<file path="src/rtl/fetch_queue_unit_pkg.sv">
// Shared constants for the fetch queue unit
// and its prefetch buffer.
package fetch_queue_unit_pkg;
   localparam int unsigned XLEN_DEF    = 64;
   localparam int unsigned ILEN_DEF    = 32;
   localparam int unsigned INSTR_BYTES = 4;
   localparam logic [31:0] NOP_INSTR   = 32'h0000_0013;
endpackage

</file>
<file path="src/rtl/fetch_queue_unit_sync_fifo.sv">
// Registered circular buffer with flush and
// occupancy output; head entry is always visible.
module fetch_queue_unit_sync_fifo
   import fetch_queue_unit_pkg::*;
#(
   parameter int unsigned WIDTH = ILEN_DEF + XLEN_DEF,
   parameter int unsigned DEPTH = 4
) (
   input  logic                       clk,
   input  logic                       rst_n,
   input  logic                       flush,
   input  logic                       push,
   input  logic [WIDTH-1:0]           wdata,
   input  logic                       pop,
   output logic [WIDTH-1:0]           rdata,
   output logic [$clog2(DEPTH+1)-1:0] occ
);
   localparam int unsigned CW = $clog2(DEPTH + 1);
   localparam int unsigned PW = (DEPTH > 1) ? $clog2(DEPTH) : 1;
   localparam logic [PW-1:0] LAST = PW'(DEPTH - 1);

   logic [WIDTH-1:0] mem_q [DEPTH];
   logic [WIDTH-1:0] mem_d [DEPTH];
   logic [PW-1:0]    head_q, head_d;
   logic [PW-1:0]    tail_q, tail_d;
   logic [CW-1:0]    occ_q, occ_d;
   logic             full, do_push, do_pop;

   assign full    = (occ_q == CW'(DEPTH));
   assign do_pop  = pop & (occ_q != '0) & ~flush;
   // a full queue still accepts a write when the head leaves
   assign do_push = push & ~flush & (~full | do_pop);

   always_comb begin
      mem_d  = mem_q;
      head_d = head_q;
      tail_d = tail_q;
      occ_d  = occ_q + CW'(do_push) - CW'(do_pop);
      if (do_push) begin
         mem_d[tail_q] = wdata;
         tail_d = (tail_q == LAST) ? '0 : tail_q + 1'b1;
      end
      if (do_pop) begin
         head_d = (head_q == LAST) ? '0 : head_q + 1'b1;
      end
      if (flush) begin
         head_d = '0;
         tail_d = '0;
         occ_d  = '0;
      end
   end

   always_ff @(posedge clk or negedge rst_n) begin
      if (!rst_n) begin
         for (int i = 0; i < DEPTH; i++) mem_q[i] <= '0;
         head_q <= '0;
         tail_q <= '0;
         occ_q  <= '0;
      end else begin
         mem_q  <= mem_d;
         head_q <= head_d;
         tail_q <= tail_d;
         occ_q  <= occ_d;
      end
   end

   assign rdata = mem_q[head_q];
   assign occ   = occ_q;
endmodule

</file>
<file path="src/rtl/fetch_queue_unit.sv">
// Prefetching fetch unit: credit-limited memory
// requests, in-order responses, flushable queue.
module fetch_queue_unit
   import fetch_queue_unit_pkg::*;
#(
   parameter int unsigned     XLEN     = XLEN_DEF,
   parameter int unsigned     ILEN     = ILEN_DEF,
   parameter int unsigned     DEPTH    = 4,
   parameter logic [XLEN-1:0] RESET_PC = '0
) (
   input  logic            CLK,
   input  logic            RST_n,
   output logic            imem_req_valid,
   input  logic            imem_req_ready,
   output logic [XLEN-1:0] imem_req_addr,
   input  logic            imem_resp_valid,
   input  logic [ILEN-1:0] imem_resp_data,
   input  logic            redirect_valid,
   input  logic [XLEN-1:0] redirect_pc,
   output logic            ir_valid,
   input  logic            ir_ready,
   output logic [ILEN-1:0] ir_instr,
   output logic [XLEN-1:0] ir_pc,
   output logic [XLEN-1:0] ir_pc_plus4
);
   localparam int unsigned     CW   = $clog2(DEPTH + 1);
   localparam int unsigned     FW   = ILEN + XLEN;
   localparam logic [XLEN-1:0] STEP = XLEN'(INSTR_BYTES);
   localparam logic [XLEN-1:0] MASK = ~XLEN'(3);
   localparam logic [XLEN-1:0] PC0  = RESET_PC & MASK;

   logic [XLEN-1:0] fetch_pc_q, fetch_pc_d;
   logic [XLEN-1:0] resp_pc_q, resp_pc_d;
   logic [CW-1:0]   inflight_q, inflight_d;
   logic [CW-1:0]   drop_q, drop_d;
   logic [CW-1:0]   occ;
   logic [XLEN-1:0] redir_pc;
   logic [FW-1:0]   head;
   logic            credit, req_fire, pop;
   logic            resp_drop, resp_keep;

   assign redir_pc = redirect_pc & MASK;
   // outstanding plus buffered never exceeds DEPTH,
   // so a kept response always finds a free slot
   assign credit = (32'(inflight_q) + 32'(occ)) < 32'(DEPTH);

   assign imem_req_valid = credit & ~redirect_valid & RST_n;
   assign imem_req_addr  = fetch_pc_q;
   assign req_fire  = imem_req_valid & imem_req_ready;
   assign resp_drop = imem_resp_valid & (drop_q != '0);
   assign resp_keep = imem_resp_valid & (drop_q == '0)
                    & ~redirect_valid;

   assign ir_valid = (occ != '0);
   assign pop      = ir_valid & ir_ready & ~redirect_valid;

   always_comb begin
      fetch_pc_d = fetch_pc_q;
      resp_pc_d  = resp_pc_q;
      inflight_d = inflight_q + CW'(req_fire)
                 - CW'(imem_resp_valid);
      drop_d     = drop_q - CW'(resp_drop);
      unique case (1'b1)
         redirect_valid: fetch_pc_d = redir_pc;
         req_fire:       fetch_pc_d = fetch_pc_q + STEP;
         default:        ;
      endcase
      unique case (1'b1)
         redirect_valid: resp_pc_d = redir_pc;
         resp_keep:      resp_pc_d = resp_pc_q + STEP;
         default:        ;
      endcase
      // squash everything still outstanding after this cycle
      if (redirect_valid) begin
         drop_d = inflight_q - CW'(imem_resp_valid);
      end
   end

   always_ff @(posedge CLK or negedge RST_n) begin
      if (!RST_n) begin
         fetch_pc_q <= PC0;
         resp_pc_q  <= PC0;
         inflight_q <= '0;
         drop_q     <= '0;
      end else begin
         fetch_pc_q <= fetch_pc_d;
         resp_pc_q  <= resp_pc_d;
         inflight_q <= inflight_d;
         drop_q     <= drop_d;
      end
   end

   fetch_queue_unit_sync_fifo #(
      .WIDTH (FW),
      .DEPTH (DEPTH)
   ) u_fifo (
      .clk   (CLK),
      .rst_n (RST_n),
      .flush (redirect_valid),
      .push  (resp_keep),
      .wdata ({imem_resp_data, resp_pc_q}),
      .pop   (pop),
      .rdata (head),
      .occ   (occ)
   );

   assign ir_instr    = head[FW-1:XLEN];
   assign ir_pc       = head[XLEN-1:0];
   assign ir_pc_plus4 = ir_pc + STEP;
endmodule

</file>
<file path="config.mk">
export PLATFORM = sky130hd
export DESIGN_NAME = fetch_queue_unit
export DESIGN_NICKNAME = d
export VERILOG_FILES = /design/src/rtl/fetch_queue_unit_pkg.sv /design/src/rtl/fetch_queue_unit_sync_fifo.sv /design/src/rtl/fetch_queue_unit.sv
export SDC_FILE = /design/constraint.sdc
export NUM_CORES = 1
export LEC_CHECK = 0
export CAP_MARGIN = 20
export CELL_PAD_IN_SITES_DETAIL_PLACEMENT = 1
export CELL_PAD_IN_SITES_GLOBAL_PLACEMENT = 1
export CORE_ASPECT_RATIO = 1.5
export CORE_MARGIN = 3
export CORE_UTILIZATION = 46
export DETAILED_ROUTE_END_ITERATION = 10
export PLACE_DENSITY = 0.89
export SLEW_MARGIN = 20
export SYNTH_ARGS = -nofsm -noshare
export SYNTH_HDL_FRONTEND = slang
export SYNTH_SLANG_ARGS = --single-unit
</file>
<file path="constraint.sdc">
create_clock -name CLK -period 9.7 [get_ports CLK]
set_input_delay 1.94 -clock CLK [delete_from_list [all_inputs] [get_ports CLK]]
set_output_delay 1.94 -clock CLK [all_outputs]
set_load 0.01 [all_outputs]
</file>
-- Yosys cells after proc, flatten, opt, wreduce, memory -nomap -nowiden
Index checks and enable logic that the tools add are counted.
- $add $sub $neg: 12
- $mul: 0
- divide/modulo/power cells: 0
- magnitude comparators: 4
- equality and inequality tests: 3
- shift-type cells: 0
- multiplexer cells: 16
- bitwise operators: 17
- reductions and logical operators: 8
- operators with widths (operator ; count):
    $bwmux 384 ; 1
    $mux 96 ; 3
    $pmux 64 s2 ; 2
    $add 64x3->64 const B ; 3
    $bmux 96 s2 ; 1
    $demux 96 s2 ; 1
    $and 1x1->1 ; 12
    $mux 2 ; 6
    $sub 3x1->3 ; 4
    $reduce_bool 2->1 ; 4
    $add 3x1->3 ; 2
    $ge 3x3->1 const B ; 2
    $mux 3 ; 2
    $not 2->3 ; 2
    $reduce_bool 3->1 ; 2
    $add 2x1->2 const B ; 2
    $add 3x3->4 ; 1
    $eq 2x2->1 const B ; 2
    $lt 4x3->1 const B ; 1
    $eq 3x3->1 const B ; 1
    $logic_not 3->1 ; 1
    $lt 3x1->1 const B ; 1
    $not 1->1 ; 2
    $logic_and 1x1->1 ; 1
    $or 1x1->1 ; 1
- register bits after elaboration: 525
- bits in latches: 0
- memory bits (writable): 0
- ROM bits: 0
- bits of input ports: 102
- output and inout port bits: 226
- logic and storage cells: 71
- memories kept: 0

-- Logic depth before layout (Yosys ltp)
Gate-level depths: netlist of run 1.
- word-level depth: 10
- depth in mapped cells: 13

-- Modules after synthesis
A second synthesis of run 1 with hierarchy kept.
- cells, all modules: 2025
- area, all modules: 25645.8 sq um
- by module, submodules not included (module ; times used ; cells an instance ; area an instance (sq um)):
    fetch_queue_unit_sync_fifo ; 1 ; 972 ; 16921.2
    fetch_queue_unit ; 1 ; 1053 ; 8724.6

-- Worst setup path after synthesis of run 1
OpenSTA, ideal clock, no wires.
- path kind: register to output
- from: reg u_fifo.head_q[0]
- to: out ir_pc_plus4[44]
- arrival: 2850 ps
- path slack: 4910 ps
- cell stages (with the launch flop): 14
- buffers on the path: 5
- cells stage by stage: dfrtp_1 -> buf_4 -> buf_12 -> buf_12 -> mux4_2 -> ha_1 -> nand2_1 -> o22ai_1 -> and3b_1 -> clkbuf_1 -> and4_1 -> buf_6 -> nand4_1 -> xnor2_1
- cells in the longest elaborated chain, start to end: 5
- RTL lines (item ; RTL line ; text):
    start, declared ; fetch_queue_unit_sync_fifo.sv:24 ; logic [PW-1:0] head_q, head_d;
    start signal, assigned ; fetch_queue_unit_sync_fifo.sv:56 ; head_q <= '0;
    start signal, assigned ; fetch_queue_unit_sync_fifo.sv:61 ; head_q <= head_d;
    $not 2->3 (implied by the code) ; fetch_queue_unit_sync_fifo.sv:67 ; assign rdata = mem_q[head_q];
    $bmux 96 s2 ; fetch_queue_unit_sync_fifo.sv:67 ;
    $mux 96 (implied by the code) (2 in a row) ; fetch_queue_unit_sync_fifo.sv:67 ;
    named net ir_pc[2] ; fetch_queue_unit.sv:23 ; output logic [XLEN-1:0] ir_pc,
    $add 64x3->64 ; fetch_queue_unit.sv:109 ; assign ir_pc_plus4 = ir_pc + STEP;
    end, declared ; fetch_queue_unit.sv:24 ; output logic [XLEN-1:0] ir_pc_plus4
The timed path passes the listed nets, and every way through them passes these cells. The select of a mux whose other input is x is not followed.

-- Final worst setup path of run 1
- from: reg u_fifo.head_q[0]
- to: out ir_pc_plus4[54]
- cells in the longest elaborated chain, start to end: 5
- RTL lines (item ; RTL line):
    $not 2->3 (implied by the code) ; fetch_queue_unit_sync_fifo.sv:67
    $bmux 96 s2 ; fetch_queue_unit_sync_fifo.sv:67
    $mux 96 (implied by the code) (2 in a row) ; fetch_queue_unit_sync_fifo.sv:67
    $add 64x3->64 ; fetch_queue_unit.sv:109
Every way passes these cells. The select of a mux whose other input is x is not followed.

==> results of run 1 <==
[layer usage]
| layer | vias up | wire length (um) | GRT usage |
|---|---|---|---|
| li1 | 8035 | - | - |
| met5 | - | 0 | 0 |
| met3 | 195 | 3750 | 0.0359 |
| met1 | 9948 | 32600 | 0.341 |
| met4 | 0 | 3900 | 0.127 |
| met2 | 681 | 44700 | 0.507 |
[worst max path at each step]
stage	start	end	slack, ns	cells past startpoint
finish	u_fifo.head_q[0]	ir_pc_plus4[54]	1.94	11
global route	u_fifo.head_q[0]	ir_pc_plus4[50]	1.74	11
global placement	u_fifo.head_q[0]	ir_pc_plus4[50]	2.78	10
detailed placement	u_fifo.head_q[0]	ir_pc_plus4[50]	2.52	10
floorplan	u_fifo.head_q[0]	ir_pc_plus4[44]	4.91	13
CTS	u_fifo.head_q[0]	ir_pc_plus4[54]	1.77	10
[cell usage in the layout (no fill, tap or decap), types with 17 or more instances in the layout]
cell,n
and3_1,33
a21oi_1,45
mux2i_1,17
xor2_1,41
clkbuf_16,51
nand3_1,80
clkdlybuf4s50_1,317
mux4_2,89
nor4_1,27
inv_1,37
mux2_1,26
xnor2_1,85
ha_1,18
and4_1,17
o211ai_1,19
mux2_2,356
nor3_1,47
dfrtp_1,511
o21ai_0,44
nand2_1,120
nor2_1,90
nand4_1,62
buf_4,20
[cell usage after synthesis, types with 44 or more instances]
cell type | instances | area [um2]
nand2_1 | 120 | 450
dfrtp_1 | 513 | 12800
nor3_1 | 47 | 235
a21oi_1 | 45 | 225
mux4_2 | 89 | 2000
xnor2_1 | 85 | 744
nor2_1 | 90 | 338
nand4_1 | 62 | 388
nand3_1 | 80 | 400
clkbuf_1 | 59 | 221
o21ai_0 | 44 | 220
mux2_2 | 356 | 4010
[final cells by class]
type / count / share of cell area
tap: 695 / 0.0279
inverter: 41 / 0.00494
clock inverter: 27 / 0.0115
multi-input combinational: 1365 / 0.388
clock buffer: 67 / 0.0458
timing repair buffer: 341 / 0.109
sequential: 513 / 0.413
antenna: 4 / 0.000321
[power by group]
group,internal (mW),switching [mW]
logic,1.64,1.40
registers,2.55,0.405
clock network,1.19,0.927
[sequential cells by signal, summed over array words and instances (netlist names)]
register       flops
inflight_q         3
u_fifo.mem_q     376
resp_pc_q         62
u_fifo.occ         3
imem_req_addr     62
u_fifo.head_q      2
u_fifo.tail_q      2
drop_q             3
[worst max-delay path: stages, from the launching register on]
cell and delay (ns):
dfrtp_4 0.82, buf_12 0.29, buf_4 0.43, mux4_2 0.38, ha_1 0.34, nand2_1 0.13
o22ai_1 0.30, and3b_1 0.64, and4_1 0.73, nand4_1 0.24, xnor2_1 0.24, clkdlybuf4s50_1 0.57
[cell families (layout without fill, tap and decap cells)]
logic type | count (synthesis) | in the layout | synth area share
buffers and inverters | 179 | 476 | 0.0361
adder cells (fa/ha/maj) | 20 | 20 | 0.0103
AO/OA/AOI/OAI | 176 | 176 | 0.0438
multiplexers | 491 | 491 | 0.254
AND/OR/NAND/NOR | 546 | 546 | 0.116
other | 1 | 10 | 0.000145
flip-flops | 513 | 513 | 0.497
XOR/XNOR | 126 | 126 | 0.0427
==> key figures, run 1 <==
Clock tree
  • Post-CTS resize count: 0
  • Clk sinks: a little over 500
  • Htree depth: 2
  • Cts hold-fix bufs: 0
  • Worst-Skew Late Latency: just over 0.6 ns
  • CTS root buffer: clkbuf_16
  • Total CTS buffers: between 50 and 60
  • Register clock-pin slew on the reported worst setup and hold paths: approximately 0.060 ns
  • CTS max path bufs: 3
  • Postcts setup bufs: 0
  • TritonCTS clock tree: built

Place
  • Pre-CTS setup slack: approximately 2.5 ns
  • Post-DP HPWL: 57200 um
  • DP Area: around 0.029 mm2
  • GP Congestion: between 0.9 and 1
  • # placed instances: roughly 3000
  • Buffers on Ports: 319

Global routing
  • Total grt overflow: 0
  • Antenna violations before repair: 4
  • Gr usage total: 0.283
  • Number of global-route vias before repair: roughly 21000
  • First-pass GRT wire length: between 100000 and 150000 um
  • Largest net degree at the start of global routing: 160

Min path
  • Hold Path Class: register to register
  • Hold Path Sink: u_fifo.mem_q[344]
  • Hold path cells: 1
  • Min-delay src: u_fifo.mem_q[344]

Power
  • Pwr dens: roughly 260 mW/mm2
  • Peak supply drop: between 100 and 150 uV
  • Leakage: around 13 nW
  • Tot Pwr: roughly 8.1 mW

STA
  • Worst Max-Slew Pin Slew: between 1 and 1.5 ns
  • Worst hold slack: approximately 0.49 ns
  • Worst setup margin: 1.94 ns
  • Fmax: ~130 MHz
  • Part of the cycle the worst path needs: 0.800
  • Final number of max-transition violations: 0
  • Endpoints failing setup: 0
  • Slew HR: 0.318
  • Setup Skew: 0.0561 ns
  • Tmin final: between 7 and 8 ns
  • Fin. Hold Viols: 0
  • Total Neg Setup Slack: 0 ns
  • RSZ-0062 raised after global routing: false

Floorplanning
  • CORE AREA: ~0.055 mm2
  • Die W: 199 um
  • Initial Util: 0.468
  • FP Rows: approximately 110
  • Die height: between 200 and 300 um
  • Full die area: about 0.059 mm2
  • IO Pins: around 330

Route
  • DR iter-0 viols: around 930
  • Vias: 18900
  • Drt via density: 6.18
  • Antenna-violating nets left: 0
  • Post-Route WL: roughly 85000 um
  • # DRC: 0
  • Drt pass-1 iters: 5
  • Drt wl/cell: roughly 28 um

Status
  • Outcome: finished clean

Cells and area
  • Storage element area: 0.0128 mm2
  • Post-layout net count: ~2400
  • # fillers: 5477
  • Final Util: 0.564
  • P&R area growth vs syn: 20.6%
  • Share of layout cells above drive strength 1: 0.254
  • Final std cell area, no fill: 0.0311 mm2
  • Non-Filler Instances: 3053
  • Area of the multi-input gates: ~0.012 mm2

Critical path
  • Worst Setup End Kind: output pin
  • CP Launch Type: register
  • R2R Path Start: drop_q[0]
  • Reg-to-reg setup timing slack: around 5.7 ns
  • CP arrival: between 5 and 6 ns
  • FF-to-FF End: u_fifo.mem_q[332]
  • Worst Path Required: ~7.8 ns
  • Critical Setup Path Class: register to output pin
  • Crit Path Max Fanout: 30
  • Cell count of the worst reg-to-reg path: 5

Logic synthesis
  • Post-synth EDFFs: 0
  • Synth Area per Inst: around 13 um2
  • Post-Syn Area: approximately 0.026 mm2
  • Async SR Flop Fraction: 1.00
  • Post-Syn Instances: 2052
  • Primary FF master, synth: dfrtp_1
  • Unique cell type count in the Yosys netlist: 73
  • Synth Register Bits: approximately 510
  • Synth warnings: 0
  • Sequential-to-total area share from yosys stat: 0.497

Run
  • Max-cap violations: 0
Note: power is estimated with default switching activity, not from simulation.
==> run 2: changes to the inputs <==
clock period = 7.5 ns   (was 9.7 ns; I/O delays follow)
==> run 2 against run 1 <==
Clock skew decreased by 0.032 ns. Register-to-register slack got worse by 2.0 ns. Global-route usage about the same. First-iteration DRC count increased by 19%. Critical path depth decreased by 2. Worst setup slack got worse by 0.98 ns. Non-clock buffer count increased by 3. Highest routed layer unchanged. Combinational power increased by 28%. Final cell count about the same. Flip-flop and latch count unchanged. Cell area decreased by 0.32%.
==> key figures, run 2 (synthesis gave the netlist of run 1 again) <==
Cells and area
  • Most common cell after layout, fill and taps aside: dfrtp_1
  • Storage element area: 0.0128 mm2
  • # fillers: 5489
  • Post-layout net count: ~2400
  • Number of flip-flops in the largest register: approximately 380
  • Share of layout cells above drive strength 1: 0.252
  • P&R area growth vs syn: 20.2%
  • Area of the multi-input gates: between 0.01 and 0.015 mm2
  • Top reg by flops: u_fifo.mem_q
  • Most frequent cells in the layout: dfrtp_1 (511), mux2_2 (356), clkdlybuf4s50_1 (317)

Status
  • Outcome: finished clean

Route
  • DR iter-0 viols: 1111
  • # DRC: 0
  • Drt via density: around 6.2
  • Drt pass-1 iters: 5
  • Vias: 19000
  • Drt wl/cell: between 20 and 30 um
  • Antenna-violating nets left: 0
  • Post-Route WL: between 80000 and 90000 um

Clock tree
  • CTS max path bufs: 3
  • Clk sinks: between 500 and 600
  • Register clock-pin slew on the reported worst setup and hold paths: about 0.060 ns
  • CTS root buffer: clkbuf_16
  • Cts hold-fix bufs: 0
  • Post-CTS resize count: 0
  • TritonCTS clock tree: built
  • Total CTS buffers: 50
  • Postcts setup bufs: 0
  • Htree depth: 2
  • Worst-Skew Late Latency: ~0.61 ns

Critical path
  • CP peak stage delay: roughly 0.94 ns
  • CP Launch Type: register
  • Cell count of the worst reg-to-reg path: 5
  • CP arrival: around 5.1 ns
  • Worst Setup End Kind: output pin
  • Worst Path Required: ~6 ns
  • Crit Path Max Fanout: roughly 40
  • Critical Setup Path Class: register to output pin
  • Cell chain of the critical path: mux4_2 > ha_1 > nand2_1 > o22ai_1 > and3b_1 > and4_1 > nand4_1 > xnor2_1 > clkdlybuf4s50_1
  • CP max stage cell: dfrtp_4

Place
  • Pre-CTS setup slack: 1.58 ns
  • Buffers on Ports: roughly 320
  • Post-DP HPWL: between 50000 and 60000 um
  • GP Congestion: between 0.9 and 1

Global routing
  • Gr usage total: 0.283
  • Number of global-route vias before repair: around 21000
  • Antenna violations before repair: 3
  • First-pass GRT wire length: between 100000 and 150000 um
  • Largest net degree at the start of global routing: roughly 170
  • Total grt overflow: 0

Floorplanning
  • IO Pins: about 330
  • CORE AREA: approximately 0.055 mm2
  • Full die area: around 0.06 mm2
  • Initial Util: 0.468
  • Die W: ~200 um
  • Die height: 296 um
  • FP Rows: ~110

Run
  • Max-cap violations: 0

Power
  • Leakage: about 13 nW
  • Peak supply drop: just over 200 uV
  • Pwr dens: about 330 mW/mm2

STA
  • Total Neg Setup Slack: 0 ns
  • Final number of max-transition violations: 0
  • Setup Skew: between 0.02 and 0.025 ns
  • RSZ-0062 raised after global routing: false
  • Worst Max-Slew Pin Slew: 1.10 ns
  • Fin. Hold Viols: 0
  • Endpoints failing setup: 0
  • Tmin final: between 6 and 7 ns
  • Slew HR: 0.260
  • Fmax: 153 MHz
  • Part of the cycle the worst path needs: 0.873
  • Worst setup margin: between 0.9 and 1 ns

Min path
  • Hold path cells: 1
  • Hold Path Class: register to register
==> run 2: worst paths after layout <==
path | start | endpoint | slack (ns)
worst max-delay path | u_fifo.head_q[0] | ir_pc_plus4[54] | 0.95
worst min register to register | u_fifo.mem_q[52] | u_fifo.mem_q[52] | 0.48
min in group asynchronous | RST_n | u_fifo.mem_q[276] | 0.96
worst min-delay path | u_fifo.mem_q[52] | u_fifo.mem_q[52] | 0.48
worst max register to register | drop_q[0] | u_fifo.mem_q[268] | 3.72
max in group asynchronous | RST_n | u_fifo.mem_q[127] | 4.34
==> run 2: area by class of cell <==
type | instances | area share
multi-input cells | 1365 | 0.389
flip-flops and latches | 513 | 0.414
repair buffers | 344 | 0.110
diodes | 3 | 0.000242
clock inverters | 22 | 0.00818
well taps | 695 | 0.0280
inverters | 41 | 0.00496
clock buffers | 71 | 0.0458
==> run 2: worst max-delay path: cells and delay by family, from the launching register on <==
family / cells / cell delay [ns]
simple gates: 4 / 1.67
flops: 1 / 0.94
xor+xnor: 1 / 0.19
compound gates: 1 / 0.29
mux: 1 / 0.47
buf+inv: 1 / 0.55
fa+ha+maj: 1 / 0.32
==> run 2: layer usage <==
metal,up-vias,global-route usage,part of all wire
met5,-,0,0
met4,0,0.141,0.054
met3,234,0.0351,0.047
met2,748,0.506,0.52
met1,9939,0.337,0.38
li1,8040,-,-
==> run 2: per-stage QoR <==
step           total power, mW  utilization  hold WS [ns]  std cells  area (um2)
2_1_floorplan             5.73            -         0.452       2057       25800
3_3_place_gp              7.47        0.532         0.461       2958       29300
3_5_place_dp              7.73        0.532         0.469       2958       29300
4_1_cts                   10.4        0.562         0.486       3051       31000
5_1_grt                   10.8        0.563         0.502       3054       31000
6_report                  10.3        0.563         0.483       3054       31000
==> run 2: power breakdown <==
part           switching [mW]  internal, mW
Combinational            1.78          2.11
Clock                    1.14          1.44
Sequential              0.531          3.30
Total                    3.46          6.85
==> run 3: changes to the inputs <==
CORE_MARGIN = 4   (was 3)
REMOVE_ABC_BUFFERS = 1   (was default)
==> run 3 against run 2 <==
Non-clock buffer count grew 4. Critical path depth grew 1. Cell area is 0.45% higher. Clock power rose by 5%. Core utilization decreased by 0.28 points. Fmax is 0.32% higher. Sequential power fell by 1%. Final cell count grew 0.29%. Register-to-register slack worse by 0.20 ns. Die area rose by 1.7%. Global-route usage grew 0.74 points. Sequential share of layout area is 0.19 points lower. Critical path type unchanged. Critical endpoint is now ir_pc_plus4[56].
==> key figures, run 3 (synthesis gave the netlist of run 1 again) <==
Status
  • Outcome: finished clean

Route
  • Antenna-violating nets left: 0
  • Post-Route WL: between 80000 and 90000 um
  • DR iter-0 viols: ~1400
  • Vias: about 19000
  • Drt wl/cell: between 20 and 30 um
  • # DRC: 0
  • Drt pass-1 iters: 5
  • Drt via density: roughly 6.4

Floorplanning
  • Full die area: about 0.06 mm2
  • FP Rows: roughly 110
  • Initial Util: 0.463
  • CORE AREA: 0.0557 mm2
  • Die height: around 300 um
  • IO Pins: 328
  • Die W: 201 um

Clock tree
  • Postcts setup bufs: 0
  • Htree depth: 2
  • CTS root buffer: clkbuf_16
  • Cts hold-fix bufs: 0
  • Clk sinks: 513
  • Total CTS buffers: 50
  • Post-CTS resize count: 0
  • CTS max path bufs: 3
  • TritonCTS clock tree: built
  • Worst-Skew Late Latency: between 0.6 and 0.7 ns
  • Register clock-pin slew on the reported worst setup and hold paths: approximately 0.060 ns

STA
  • Part of the cycle the worst path needs: 0.870
  • Tmin final: between 6 and 7 ns
  • Slew HR: 0.266
  • Worst Max-Slew Pin Slew: 1.09 ns
  • Final number of max-transition violations: 0
  • Worst hold slack: 0.487 ns
  • RSZ-0062 raised after global routing: false
  • Fin. Hold Viols: 0
  • Worst setup margin: a little under 1 ns
  • Endpoints failing setup: 0
  • Setup Skew: between 0.04 and 0.05 ns
  • Fmax: ~150 MHz

Cells and area
  • Final Util: 0.560
  • # fillers: 5519
  • Non-Filler Instances: between 3000 and 4000
  • Most frequent cells in the layout: dfrtp_1 (511), mux2_2 (356), clkdlybuf4s50_1 (317)
  • Number of flip-flops in the largest register: approximately 380
  • P&R area growth vs syn: 20.8%
  • Post-layout net count: ~2400
  • Top reg by flops: u_fifo.mem_q
  • Share of layout cells above drive strength 1: 0.256
  • Most common cell after layout, fill and taps aside: dfrtp_1

Critical path
  • FF-to-FF End: u_fifo.mem_q[329]
  • CP peak stage delay: between 0.7 and 0.8 ns
  • R2R Path Start: drop_q[0]
  • Crit Path Max Fanout: 27
  • CP Launch Type: register
  • Most frequent CP cell: buf_4
  • Critical Setup Path Class: register to output pin
  • Worst Path Required: approximately 6.0 ns
  • Worst Setup End Kind: output pin
  • Cell chain of the critical path: buf_16 > buf_4 > buf_4 > mux4_2 > nand4_4 > nor3_1 > and3_1 > nand3_1 > xnor2_1 > clkdlybuf4s50_1
  • Cell count of the worst reg-to-reg path: 5
  • CP max stage cell: dfrtp_4
  • CP arrival: ~5.0 ns
  • Reg-to-reg setup timing slack: between 3 and 4 ns

Place
  • # placed instances: roughly 3000
  • GP Congestion: approximately 0.9
  • Buffers on Ports: approximately 320
  • Post-DP HPWL: ~62000 um
  • Pre-CTS setup slack: 1.30 ns

Power
  • Peak supply drop: around 260 uV
  • Tot Pwr: 10.5 mW
  • Leakage: roughly 13 nW
  • Pwr dens: about 340 mW/mm2

Min path
  • Hold Path Class: register to register
  • Min-delay src: u_fifo.mem_q[248]
  • Hold path cells: 1
  • Hold Path Sink: u_fifo.mem_q[248]

Global routing
  • Antenna violations before repair: 1
  • Number of global-route vias before repair: between 20000 and 25000
  • Total grt overflow: 0
  • Gr usage total: 0.291
  • Largest net degree at the start of global routing: between 80 and 90
  • First-pass GRT wire length: around 140000 um

Run
  • Max-cap violations: 0
[run 3: how the worst max path moves through the flow]
stage / slack, ns / from / endpoint
2_1_floorplan: -0.14 / u_fifo.head_q[0] / ir_pc_plus4[50]
3_3_place_gp: 1.55 / u_fifo.head_q[0] / ir_pc_plus4[58]
3_5_place_dp: 1.30 / u_fifo.head_q[0] / ir_pc_plus4[56]
4_1_cts: 0.61 / u_fifo.head_q[0] / ir_pc_plus4[56]
5_1_grt: 0.61 / u_fifo.head_q[0] / ir_pc_plus4[56]
6_report: 0.97 / u_fifo.head_q[0] / ir_pc_plus4[56]
[run 3: worst max-delay path: cells and delay by family, from the launching register on]
| kind | cells | cell delay, ns |
|---|---|---|
| buffers and inverters | 4 | 1.86 |
| multiplexers | 1 | 0.47 |
| AND/OR/NAND/NOR | 4 | 1.14 |
| XOR/XNOR | 1 | 0.21 |
| flip-flops | 1 | 0.73 |
[run 3: through the flow]
step                setup TNS, ns  cell area, um2
floorplan                   -1.34           25100
global placement                0           29400
detailed placement              0           29400
CTS                             0           31100
global route                    0           31200
finish                          0           31200
[run 3: final cells by class]
type                    instances  area [um2]  area share
multi-input cells            1365       12100       0.388
well taps                     702         878      0.0282
flip-flops and latches        513       12800       0.412
repair buffers                348        3440       0.110
clock buffers                  73        1510      0.0484
diodes                          1        2.50   0.0000803
inverters                      41         154     0.00494
clock inverters                20         263     0.00843
[run 3: report_power, final]
group          internal [mW]  switching [mW]
sequential              3.30           0.497
clock                   1.57            1.14
combinational           2.12            1.84
total                   7.00            3.48
[run 3: per-layer routing]
layer | vias to the layer above | routed length, um | global-route usage
met5 | - | 0 | 0
met4 | 0 | 7160 | 0.197
li1 | 8056 | - | -
met2 | 891 | 45300 | 0.500
met1 | 10200 | 31900 | 0.335
met3 | 295 | 5040 | 0.0438
